`src/rtl/sfm_minmax_corr_buffer.sv`:
```
// Correction-event queue for the softmax denominator: records (old, new, beat) on each
// running-extreme update and coalesces into the tail when full so no event is ever lost.
module sfm_minmax_corr_buffer #(
    parameter int unsigned WIDTH     = 16,
    parameter int unsigned DEPTH     = 4,
    parameter int unsigned CNT_WIDTH = 16,
    localparam int unsigned LVL_W    = $clog2(DEPTH + 1)
) (
    input  logic                 clk_i,
    input  logic                 rst_ni,
    input  logic                 clear_i,
    input  logic                 beat_valid_i,
    input  logic                 new_flg_i,
    input  logic [WIDTH-1:0]     cur_minmax_i,
    input  logic [WIDTH-1:0]     new_minmax_i,
    output logic                 corr_valid_o,
    input  logic                 corr_ready_i,
    output logic [WIDTH-1:0]     corr_old_o,
    output logic [WIDTH-1:0]     corr_new_o,
    output logic [CNT_WIDTH-1:0] corr_beat_o,
    output logic                 corr_merged_o,
    output logic [LVL_W-1:0]     level_o,
    output logic [CNT_WIDTH-1:0] beat_cnt_o
);

    localparam int unsigned PTR_W = (DEPTH > 1) ? $clog2(DEPTH) : 1;
    // Storage is padded to a power of two so pointers index it without width games.
    localparam int unsigned SLOTS = 1 << PTR_W;

    typedef logic [PTR_W-1:0] ptr_t;

    logic [WIDTH-1:0]     r_old    [SLOTS];
    logic [WIDTH-1:0]     r_new    [SLOTS];
    logic [CNT_WIDTH-1:0] r_beat   [SLOTS];
    logic                 r_merged [SLOTS];

    ptr_t                 r_rd_ptr, w_rd_ptr_d;
    ptr_t                 r_wr_ptr, w_wr_ptr_d;
    logic [LVL_W-1:0]     r_level, w_level_d;
    logic [CNT_WIDTH-1:0] r_beat_cnt, w_beat_cnt_d;

    logic w_push, w_pop, w_full, w_append, w_coalesce;
    ptr_t w_tail;

    function automatic ptr_t ptr_inc(input ptr_t p);
        return (p == ptr_t'(DEPTH - 1)) ? '0 : ptr_t'(p + ptr_t'(1));
    endfunction

    assign w_push     = beat_valid_i & new_flg_i;
    assign w_pop      = corr_valid_o & corr_ready_i;
    assign w_full     = (r_level == LVL_W'(DEPTH));
    assign w_append   = w_push & (~w_full | w_pop);
    assign w_coalesce = w_push & w_full & ~w_pop;
    assign w_tail     = (r_wr_ptr == '0) ? ptr_t'(DEPTH - 1) : ptr_t'(r_wr_ptr - ptr_t'(1));

    always_comb begin
        w_rd_ptr_d   = r_rd_ptr;
        w_wr_ptr_d   = r_wr_ptr;
        w_level_d    = r_level;
        w_beat_cnt_d = r_beat_cnt;
        if (clear_i) begin
            w_rd_ptr_d   = '0;
            w_wr_ptr_d   = '0;
            w_level_d    = '0;
            w_beat_cnt_d = '0;
        end else begin
            if (beat_valid_i) begin
                w_beat_cnt_d = r_beat_cnt + CNT_WIDTH'(1);
            end
            if (w_append) begin
                w_wr_ptr_d = ptr_inc(r_wr_ptr);
            end
            if (w_pop) begin
                w_rd_ptr_d = ptr_inc(r_rd_ptr);
            end
            if (w_append && !w_pop) begin
                w_level_d = r_level + LVL_W'(1);
            end else if (w_pop && !w_append) begin
                w_level_d = r_level - LVL_W'(1);
            end
        end
    end

    always_ff @(posedge clk_i or negedge rst_ni) begin
        if (!rst_ni) begin
            r_rd_ptr   <= '0;
            r_wr_ptr   <= '0;
            r_level    <= '0;
            r_beat_cnt <= '0;
        end else begin
            r_rd_ptr   <= w_rd_ptr_d;
            r_wr_ptr   <= w_wr_ptr_d;
            r_level    <= w_level_d;
            r_beat_cnt <= w_beat_cnt_d;
        end
    end

    // Coalescing keeps the tail's old value so exp(old-new) composes across merged events.
    always_ff @(posedge clk_i or negedge rst_ni) begin
        if (!rst_ni) begin
            for (int i = 0; i < int'(SLOTS); i++) begin
                r_old[i]    <= '0;
                r_new[i]    <= '0;
                r_beat[i]   <= '0;
                r_merged[i] <= 1'b0;
            end
        end else if (!clear_i) begin
            if (w_append) begin
                r_old[r_wr_ptr]    <= cur_minmax_i;
                r_new[r_wr_ptr]    <= new_minmax_i;
                r_beat[r_wr_ptr]   <= r_beat_cnt;
                r_merged[r_wr_ptr] <= 1'b0;
            end else if (w_coalesce) begin
                r_new[w_tail]    <= new_minmax_i;
                r_beat[w_tail]   <= r_beat_cnt;
                r_merged[w_tail] <= 1'b1;
            end
        end
    end

    assign corr_valid_o  = (r_level != '0);
    assign corr_old_o    = r_old[r_rd_ptr];
    assign corr_new_o    = r_new[r_rd_ptr];
    assign corr_beat_o   = r_beat[r_rd_ptr];
    assign corr_merged_o = r_merged[r_rd_ptr];
    assign level_o       = r_level;
    assign beat_cnt_o    = r_beat_cnt;

endmodule
```
`config.mk`:
```
export PLATFORM = sky130hd
export DESIGN_NAME = sfm_minmax_corr_buffer
export DESIGN_NICKNAME = d
export VERILOG_FILES = /design/src/rtl/sfm_minmax_corr_buffer.sv
export SDC_FILE = /design/constraint.sdc
export NUM_CORES = 1
export LEC_CHECK = 0
export CORE_UTILIZATION = 45
export DETAILED_ROUTE_END_ITERATION = 8
export PLACE_DENSITY = 0.7
export RECOVER_POWER = 50
export SETUP_SLACK_MARGIN = 0.02
export SLEW_MARGIN = 20
export SYNTH_ARGS = -nofsm -noshare
export SYNTH_HDL_FRONTEND = slang
export SYNTH_SLANG_ARGS = --single-unit
export TNS_END_PERCENT = 5
```
`constraint.sdc`:
```
create_clock -name clk_i -period 5.4 [get_ports clk_i]
set_clock_uncertainty 0.15 [all_clocks]
set_input_delay 1.08 -clock clk_i [delete_from_list [all_inputs] [get_ports clk_i]]
set_output_delay 1.08 -clock clk_i [all_outputs]
set_load 0.02 [all_outputs]
```
==> results.txt, run 1 <==
sequential share of power -> 0.410
Final Cycle Share -> 0.844
DRT Wirelength -> 21100 um
commonest non-fill, non-tap cells in the layout -> 217 x dfrtp_1, 93 x clkdlybuf4s50_1, 90 x mux2_1
first-pass GRT wire length -> 34100 um
DR DRC count -> 0
CTS tree -> built
Synth cell types -> 43
r2r setup slk -> 2.16 ns
I/O pin total -> 107
multi-input gate area in the final layout -> 4210 um^2
via count -> 5792
die width -> 151 um
GR Util All Layers -> 0.194
share of total power in combinational logic -> 0.269
post-route cell area -> 12100 um^2
clock sink total -> 219
nets@finish -> 778
largest net degree at the start of global routing -> 142
crit path DAT -> 4.80 ns
Crit Path Category -> primary input to flop
commonest non-fill, non-tap cell in the layout -> dfrtp_1
HP Class -> flop to flop
Final Core Density -> 0.555
leakage -> 5.41 nW
TNS Setup -> 0 ns
Net Sw Power -> 1.48 mW
Die H -> 151 um
cell row count -> 54
count of final max-slew check failures -> 46
clock latency on the worst-skew pair -> 0.50 ns
post-placement cell area -> 11200 um^2
Final setup viols -> 0
Post-CTS Setup Inserts -> 0
CTS buffer count -> 24
Max IR drop VDD -> 0.000310 V
Final Total Pwr -> 5.26 mW
Ant. Diodes -> 0
Worst Path Required -> 5.64 ns
Worst-path clk slew -> 0.06 ns
Die ar. -> 22800 um^2
Main synth FF type -> dfrtp_1
global route total overflow -> 0
number of synthesized flops with an enable pin -> 0
RD Place Congestion -> 0.790
clock share of power -> 0.321
Slew @ Worst Pin -> 2.61 ns
Int Pwr -> 3.78 mW
initial antenna violation count -> 0
Initial DRC Count -> 265
Mapped Area -> 9980 um^2
Synth Register Bits -> 219
Hold Violations, Final -> 0
CP max FO -> 32
Area Overhead vs Synth -> 21.1%
final critical-path required period -> 4.56 ns
Final HPWL DP -> 13100 um
Synth Instances -> 628
sequential standard cell area -> 5490 um^2
# H-tree levels -> 1
IO buf count -> 106
Peak Freq -> 219 MHz
CORE AREA -> 21800 um^2
DR pass1 iterations -> 4
status -> complete, but fails checks
Hold Buf Count CTS -> 0
unrepaired setup endpoints after global routing -> no
Post-synth ARST share -> 1.00
vias in the first global route -> 6278
yosys warns -> 0
startpoint type of the worst setup path -> primary input
Post-Syn Area per Cell -> 15.9 um^2
root buf cell -> clkbuf_16
CTS max path bufs -> 3
vias per cell -> 5.62
sequential area share after synthesis -> 0.549
share of layout cells above drive strength 1 -> 0.285
relative slew slack -> -0.737
critical path capture point type -> flop
syn nets -> 673
Final ANT Viol Nets -> 0
fill count -> 1756
Resized Gates After CTS -> 0
Initial Util -> 0.459
failing checks -> capacitance limit, slew limit
Sw Share -> 0.281
max-cap viol count -> 1
PD cells -> 435 nW/um^2
DR WL/cell -> 20.5 um
## flip-flops by register name, summed over array words and instances (netlist names)
name / cells
beat_cnt_o: 16
r_beat: 64
r_rd_ptr: 2
r_merged: 4
r_new: 64
level_o: 3
r_old: 64
r_wr_ptr: 2
## cell usage after synthesis, types with 2 or more instances
library cell,count,share of area
dfrtp_1,219,0.55
mux2_1,90,0.10
mux2_2,74,0.084
mux4_2,49,0.11
mux2_4,30,0.045
nor2_1,28,0.011
clkbuf_1,13,0.0049
buf_2,12,0.0060
buf_6,12,0.014
nand2_1,12,0.0045
a21oi_1,8,0.0040
inv_1,7,0.0026
xnor2_1,7,0.0061
ha_1,6,0.0075
nor3_1,5,0.0025
xor2_1,5,0.0044
a31oi_1,4,0.0025
nand3_1,4,0.0020
nor3b_2,4,0.0050
nor4_1,4,0.0025
o21ai_0,4,0.0020
a31o_4,3,0.0053
buf_1,3,0.0011
nand4_1,3,0.0019
or3_1,3,0.0019
mux2i_1,2,0.0020
## per-layer routing
layer	track usage	vias to the layer above	routed length, um
met1	0.253	3080	9090
met4	0.0460	0	401
met2	0.327	150	10400
met5	0	-	0
li1	-	2528	-
met3	0.0473	34	1240
## final cells by class
class                           instances  share of cell area
Multi-Input combinational cell        361               0.348
Clock buffer                           37              0.0621
Clock inverter                          7             0.00704
Sequential cell                       219               0.454
Inverter                                7             0.00217
Timing Repair Buffer                  120              0.0975
Tap cell                              280              0.0290
## power by group through the flow
stage	combinational, mW	clock [mW]	sequential [mW]
2_1_floorplan	0.977	0	2.06
3_3_place_gp	1.32	0	2.21
3_5_place_dp	1.36	0	2.24
4_1_cts	1.37	1.73	2.21
5_1_grt	1.51	1.80	2.20
6_report	1.41	1.69	2.15
## final timing paths
path | from | end | depth (start not counted)
max | clear_i | r_new[31] | 7
max reg2reg | level_o[0] | r_new[23] | 5
min | r_new[42] | r_new[42] | 1
min in group asynchronous | rst_ni | r_beat[36] | 1
min reg2reg | r_new[42] | r_new[42] | 1
max in group asynchronous | rst_ni | r_old[11] | 2
## worst max-delay path: stages
cell and delay (ns):
dlygate4sd3_1 0.67, clkbuf_1 0.45, nand3b_1 0.46, nor3b_2 0.22, clkbuf_1 0.91, a31o_4 0.58
mux2_2 0.40
## stage by stage
stage | instances | hold slack (ns) | setup WS (ns)
floorplan | 628 | 0.302 | 2.54
CTS | 1029 | 0.336 | 1.16
global route | 1031 | 0.351 | 0.612
global placement | 985 | 0.312 | 1.37
finish | 1031 | 0.333 | 0.840
detailed placement | 985 | 0.322 | 1.24
## cell families after synthesis
logic type | count (synthesis) | share of synthesized area
flip-flops | 219 | 0.549
adder cells (fa/ha/maj) | 7 | 0.00953
buffers and inverters | 48 | 0.0290
XOR/XNOR | 12 | 0.0105
AO/OA/AOI/OAI | 28 | 0.0216
multiplexers | 245 | 0.343
AND/OR/NAND/NOR | 69 | 0.0371
(Power assumes the default switching activity.)
==> inputs of run 2 (changes only) <==
--- a/config.mk
+++ b/config.mk
@@ -7,7 +7,7 @@
 export LEC_CHECK = 0
 export CORE_UTILIZATION = 45
 export DETAILED_ROUTE_END_ITERATION = 8
-export PLACE_DENSITY = 0.7
+export PLACE_DENSITY = 0.72
 export RECOVER_POWER = 50
 export SETUP_SLACK_MARGIN = 0.02
 export SLEW_MARGIN = 20
==> constraint.sdc (replaced) <==
create_clock -name clk_i -period 4 [get_ports clk_i]
set_clock_uncertainty 0.15 [all_clocks]
set_input_delay 0.8 -clock clk_i [delete_from_list [all_inputs] [get_ports clk_i]]
set_output_delay 0.8 -clock clk_i [all_outputs]
set_load 0.02 [all_outputs]
==> run 2 against run 1 <==
Compared with the run above:
- the run still ends with capacitance limit, slew limit left
- register-to-register slack got worse by 1.3 ns
- global-route usage rose by 0.33 points
- die area did not move
- largest cell class unchanged
==> results.txt, run 2 (synthesis gave the netlist of run 1 again) <==
status -> complete, but fails checks
failing checks -> capacitance limit, slew limit
Die ar. -> 22800 um^2 (unchanged)
Top Registers -> r_beat x64, r_new x64, r_old x64
CTS tree -> built
share of layout cells above drive strength 1 -> 0.290 (+0.00515)
Ant. Diodes -> 0 (unchanged)
HP Class -> flop to flop
final critical-path required period -> 3.73 ns
Final ANT Viol Nets -> 0 (unchanged)
Peak Freq -> 268 MHz
first-pass GRT wire length -> 35000 um (+2.8%)
DR WL/cell -> 20.7 um (+0.91%)
unrepaired setup endpoints after global routing -> no
Worst Path Required -> 3.05 ns (-2.59 ns)
Final HPWL DP -> 13500 um (+2.4%)
relative slew slack -> -0.765 (-0.0271)
CTS max path bufs -> 3 (unchanged)
CTS buffer count -> 23 (-4.2%)
CP bufs+invs -> 2 (-1)
non-filler cells in the finished layout -> 1028 (-0.29%)
RD Place Congestion -> 0.742 (-6.1%)
# H-tree levels -> 1 (unchanged)
CP Cell Sequence -> buf_4 -> mux4_2 -> clkdlybuf4s50_1
delay-heaviest family, CP -> flip-flops
vias per cell -> 5.61 (-0.19%)
leakage -> 5.40 nW (-0.29%)
Hold Violations, Final -> 0 (unchanged)
largest net degree at the start of global routing -> 108 (-24%)
DR pass1 iterations -> 4 (unchanged)
initial antenna violation count -> 0 (unchanged)
Slew @ Worst Pin -> 2.65 ns (+0.0407 ns)
count of final max-slew check failures -> 123 (+170%)
die width -> 151 um (unchanged)
clock latency on the worst-skew pair -> 0.50 ns (about the same)
Worst-path clk slew -> 0.06 ns (about the same)
placed insts -> 988 (+0.30%)
Area Overhead vs Synth -> 20.9%
Resized Gates After CTS -> 0 (unchanged)
clock sink total -> 219 (unchanged)
IO buf count -> 106 (unchanged)
Worst path slowest cell -> dfrtp_4
Initial DRC Count -> 234 (-12%)
Final Core Density -> 0.554 (-0.00121)
startpoint type of the worst setup path -> flop
Initial Util -> 0.459 (unchanged)
TNS Setup -> 0 ns (unchanged)
critical path capture point type -> primary output
I/O pin total -> 107 (unchanged)
commonest non-fill, non-tap cells in the layout -> 217 x dfrtp_1, 95 x clkdlybuf4s50_1, 90 x mux2_1
global route total overflow -> 0 (unchanged)
vias in the first global route -> 6492 (+3.4%)
GR Util All Layers -> 0.198 (+0.00328)
root buf cell -> clkbuf_16
CORE AREA -> 21800 um^2 (unchanged)
Post-CTS Setup Inserts -> 0 (unchanged)
max-cap viol count -> 2 (+1)
Final setup viols -> 0 (unchanged)
PD cells -> 587 nW/um^2 (+35%)
crit path DAT -> 2.78 ns (-2.02 ns)
post-route setup slack -> 0.272 ns (-0.568 ns)
Hold Buf Count CTS -> 0 (unchanged)
commonest non-fill, non-tap cell in the layout -> dfrtp_1
via count -> 5764 (-0.48%)
cell row count -> 54 (unchanged)
pre-CTS setup slack -> 0.439 ns (-0.803 ns)
worst stage delay on the critical path -> 0.86 ns (-0.05 ns)
Final Cycle Share -> 0.932
Die H -> 151 um (unchanged)
DR DRC count -> 0 (unchanged)
nets@finish -> 778 (unchanged)
Crit Path Category -> flop to primary output
DRT Wirelength -> 21200 um (+0.62%)
CP max FO -> 32 (unchanged)
Max IR drop VDD -> 0.000312 V (+0.80%)
==> run 2: changes by cell type in the layout (fill, tap and decap cells not counted) <==
cell,previous run,this run
clkbuf_1,10,4
clkinvlp_4,0,2
buf_16,2,0
clkdlybuf4s50_1,93,95
buf_12,0,4
clkbuf_16,25,23
dlygate4sd3_1,12,10
clkbuf_2,1,6
nor4b_4,1,0
nor4b_2,0,1
clkbuf_8,8,4
bufinv_16,2,4
buf_4,6,4
==> run 2: per-layer routing <==
layer	track usage	up-vias	wire length, um
met5	0	-	0
met4	0.0480	0	373
met3	0.0467	34	1140
met2	0.337	118	10700
met1	0.254	3083	9040
li1	-	2529	-
==> run 2: per-stage QoR <==
step,hold WS (ns),power (mW),area (um^2)
after detailed placement,0.319,4.89,11300
after global placement,0.311,4.79,11300
after CTS,0.227,7.17,12100
after floorplan,0.302,4.10,9980
after global routing,0.348,7.41,12100
final,0.331,7.07,12100
==> run 2: cell type report <==
cell class              instances  area, um^2
repair buffers                121        1200
inverters                       7        26.3
well taps                     280         350
clock inverters                11         160
fillers                      1698        9700
multi-input cells             361        4200
clock buffers                  29         638
flip-flops and latches        219        5490
==> run 2: power breakdown <==
part | internal, mW | switching (mW)
Clock | 1.38 | 0.865
Combinational | 1.09 | 0.818
Sequential | 2.60 | 0.318
==> run 2: final timing paths <==
| kind | from | slack, ns | depth (start not counted) | end |
|---|---|---|---|---|
| min in group asynchronous | rst_ni | 0.96 | 1 | r_beat[19] |
| max in group asynchronous | rst_ni | 0.69 | 2 | r_beat[47] |
| worst min-delay path | r_new[16] | 0.33 | 1 | r_new[16] |
| worst max register to register | level_o[1] | 0.83 | 3 | r_new[31] |
| worst max-delay path | r_rd_ptr[0] | 0.27 | 3 | corr_new_o[4] |
| worst min register to register | r_new[16] | 0.33 | 1 | r_new[16] |
==> inputs of run 3 (changes only) <==
--- a/config.mk
+++ b/config.mk
@@ -5,9 +5,11 @@
 export SDC_FILE = /design/constraint.sdc
 export NUM_CORES = 1
 export LEC_CHECK = 0
-export CORE_UTILIZATION = 45
+export CELL_PAD_IN_SITES_DETAIL_PLACEMENT = 0
+export CELL_PAD_IN_SITES_GLOBAL_PLACEMENT = 2
+export CORE_UTILIZATION = 37
 export DETAILED_ROUTE_END_ITERATION = 8
-export PLACE_DENSITY = 0.72
+export PLACE_DENSITY = 0.8
 export RECOVER_POWER = 50
 export SETUP_SLACK_MARGIN = 0.02
 export SLEW_MARGIN = 20
==> run 3 against run 2 <==
Compared with the run above:
- the run ends with DRC, capacitance limit, slew limit left
- clock power fell by 6%
- global-route usage decreased by 3.4 points
- critical path depth unchanged
- register-to-register slack better by 0.16 ns
- clock-buffer cell count rose by 6
- worst hold slack better by 0.0019 ns
- first-iteration DRC count is 9.4% higher
- combinational power about the same
- non-clock buffer count up 3
- critical path type unchanged
- largest power group unchanged
==> results.txt, run 3 (synthesis gave the netlist of run 1 again) <==
Worst Path Required -> 3.05 ns (about the same)
initial antenna violation count -> 1 (+1)
DR pass1 iterations -> 6 (+2)
Area Overhead vs Synth -> 20.9% (about the same)
CTS tree -> built
Crit Path Category -> flop to primary output
die width -> 166 um (+10%)
final critical-path required period -> 3.73 ns (+0.000472 ns)
via count -> 5722 (-0.73%)
IO buf count -> 106 (unchanged)
Peak Freq -> 268 MHz (about the same)
Final ANT Viol Nets -> 0 (unchanged)
WHS -> 0.333 ns (+0.00189 ns)
Slew @ Worst Pin -> 2.41 ns (-0.242 ns)
unrepaired setup endpoints after global routing -> no
clock sink total -> 219 (unchanged)
vias per cell -> 5.26 (-6.2%)
failing checks -> DRC, capacitance limit, slew limit
CORE AREA -> 26300 um^2 (+21%)
Hold Path Sink -> r_beat[23]
CP Cell Sequence -> buf_4 -> mux4_2 -> clkdlybuf4s50_1
commonest non-fill, non-tap cells in the layout -> 217 x dfrtp_1, 101 x clkdlybuf4s50_1, 90 x mux2_1
startpoint type of the worst setup path -> flop
worst stage delay on the critical path -> 0.79 ns (-0.07 ns)
Worst Hold Launch -> r_beat[23]
CP max FO -> 25 (-22%)
Top Registers -> r_beat x64, r_new x64, r_old x64
nets@finish -> 782 (+0.51%)
max-cap viol count -> 1 (-1)
Initial DRC Count -> 256 (+9.4%)
status -> complete, but fails checks
clock latency on the worst-skew pair -> 0.51 ns (about the same)
TNS Setup -> 0 ns (unchanged)
CTS buffer count -> 24 (+4.3%)
Final Total Pwr -> 6.93 mW (-2.0%)
PD cells -> 575 nW/um^2 (-2.0%)
Die ar. -> 27600 um^2 (+21%)
r2r setup slk -> 0.99 ns (+0.16 ns)
Worst Hold Depth -> 1 (unchanged)
largest net degree at the start of global routing -> 95 (-12%)
vias in the first global route -> 6415 (-1.2%)
Initial Util -> 0.380 (-0.0789)
crit path from -> r_rd_ptr[0]
Hold Buf Count CTS -> 0 (unchanged)
GR Util All Layers -> 0.163 (-0.0342)
commonest non-fill, non-tap cell in the layout -> dfrtp_1
count of final max-slew check failures -> 95 (-23%)
Resized Gates After CTS -> 0 (unchanged)
CTS max path bufs -> 3 (unchanged)
Final setup viols -> 0 (unchanged)
Final HPWL DP -> 14000 um (+4.1%)
Die H -> 166 um (+10%)
cell row count -> 59 (+9.3%)
I/O pin total -> 107 (unchanged)
worst r2r src -> level_o[0]
fill count -> 2304 (+36%)
Worst path slowest cell -> dfrtp_4
Ant. Diodes -> 0 (unchanged)
DR WL/cell -> 20.1 um (-3.0%)
HP Class -> flop to flop
critical path capture point type -> primary output
# H-tree levels -> 1 (unchanged)
Post-CTS Setup Inserts -> 0 (unchanged)
RD Place Congestion -> 0.745 (+0.34%)
R2R cell count -> 4 (+1)
leakage -> 5.35 nW (-0.81%)
root buf cell -> clkbuf_16
DRT Wirelength -> 21800 um (+2.7%)
relative slew slack -> -0.603 (+0.161)
reg2reg end -> r_old[13]
Worst-path clk slew -> 0.06 ns (about the same)
Max IR drop VDD -> 0.000298 V (-4.6%)
DR DRC count -> 8 (+8)
first-pass GRT wire length -> 36100 um (+2.9%)
Final Cycle Share -> 0.932 (about the same)
Hold Violations, Final -> 0 (unchanged)
Final Core Density -> 0.459 (-0.0953)
crit path DAT -> 2.78 ns (about the same)
global route total overflow -> 0 (unchanged)
share of layout cells above drive strength 1 -> 0.286 (-0.00458)
-- run 3: cell count changes in the layout (fill, tap and decap cells not counted), sizes merged --
cell	before	now
clkbuf	37	46
clkdlybuf4s50	95	101
dlygate4sd3	10	4
bufinv	4	0
clkinvlp	2	1
inv	7	8
-- run 3: routing by layer --
metal	share of wire	global-route usage
met1	0.43	0.216
met3	0.060	0.0384
met4	0.019	0.0362
met2	0.49	0.273
met5	0.00060	0
-- run 3: through the flow --
stage	setup slack [ns]	area, um^2	instances
after detailed placement	0.554	11400	1046
after global placement	0.587	11400	1046
after global routing	0.136	12100	1088
final	0.271	12100	1088
after CTS	0.201	12100	1088
after floorplan	1.42	9980	628
-- run 3: worst max path at each step --
stage	end	slack [ns]	cells after the start
after global placement	r_new[15]	0.59	5
after CTS	corr_beat_o[8]	0.20	3
after global routing	corr_beat_o[8]	0.14	3
final	corr_beat_o[8]	0.27	3
after detailed placement	r_new[15]	0.55	5
after floorplan	corr_beat_o[10]	1.42	4
-- run 3: worst max-delay path, delay by kind of cell (launching register included) --
| family | cells | cell delay, ns |
|---|---|---|
| DFF | 1 | 0.79 |
| buffers and inverters | 2 | 0.92 |
| muxes | 1 | 0.55 |
-- run 3: final cells by class --
class                      count  area (um^2)  area share
timing repair buffer         124         1170      0.0971
clock inverter                 7         41.3     0.00342
sequential                   219         5490       0.455
clock buffer                  35          723      0.0600
inverter                       7         26.3     0.00218
tap                          335          419      0.0348
multi-input combinational    361         4190       0.348
-- run 3: power by group --
part           leakage (nW)  total, mW  internal [mW]  switching [mW]
Combinational          2.05       1.92           1.09           0.832
Clock                 0.380       2.12           1.25           0.867
Sequential             2.92       2.89           2.60           0.296
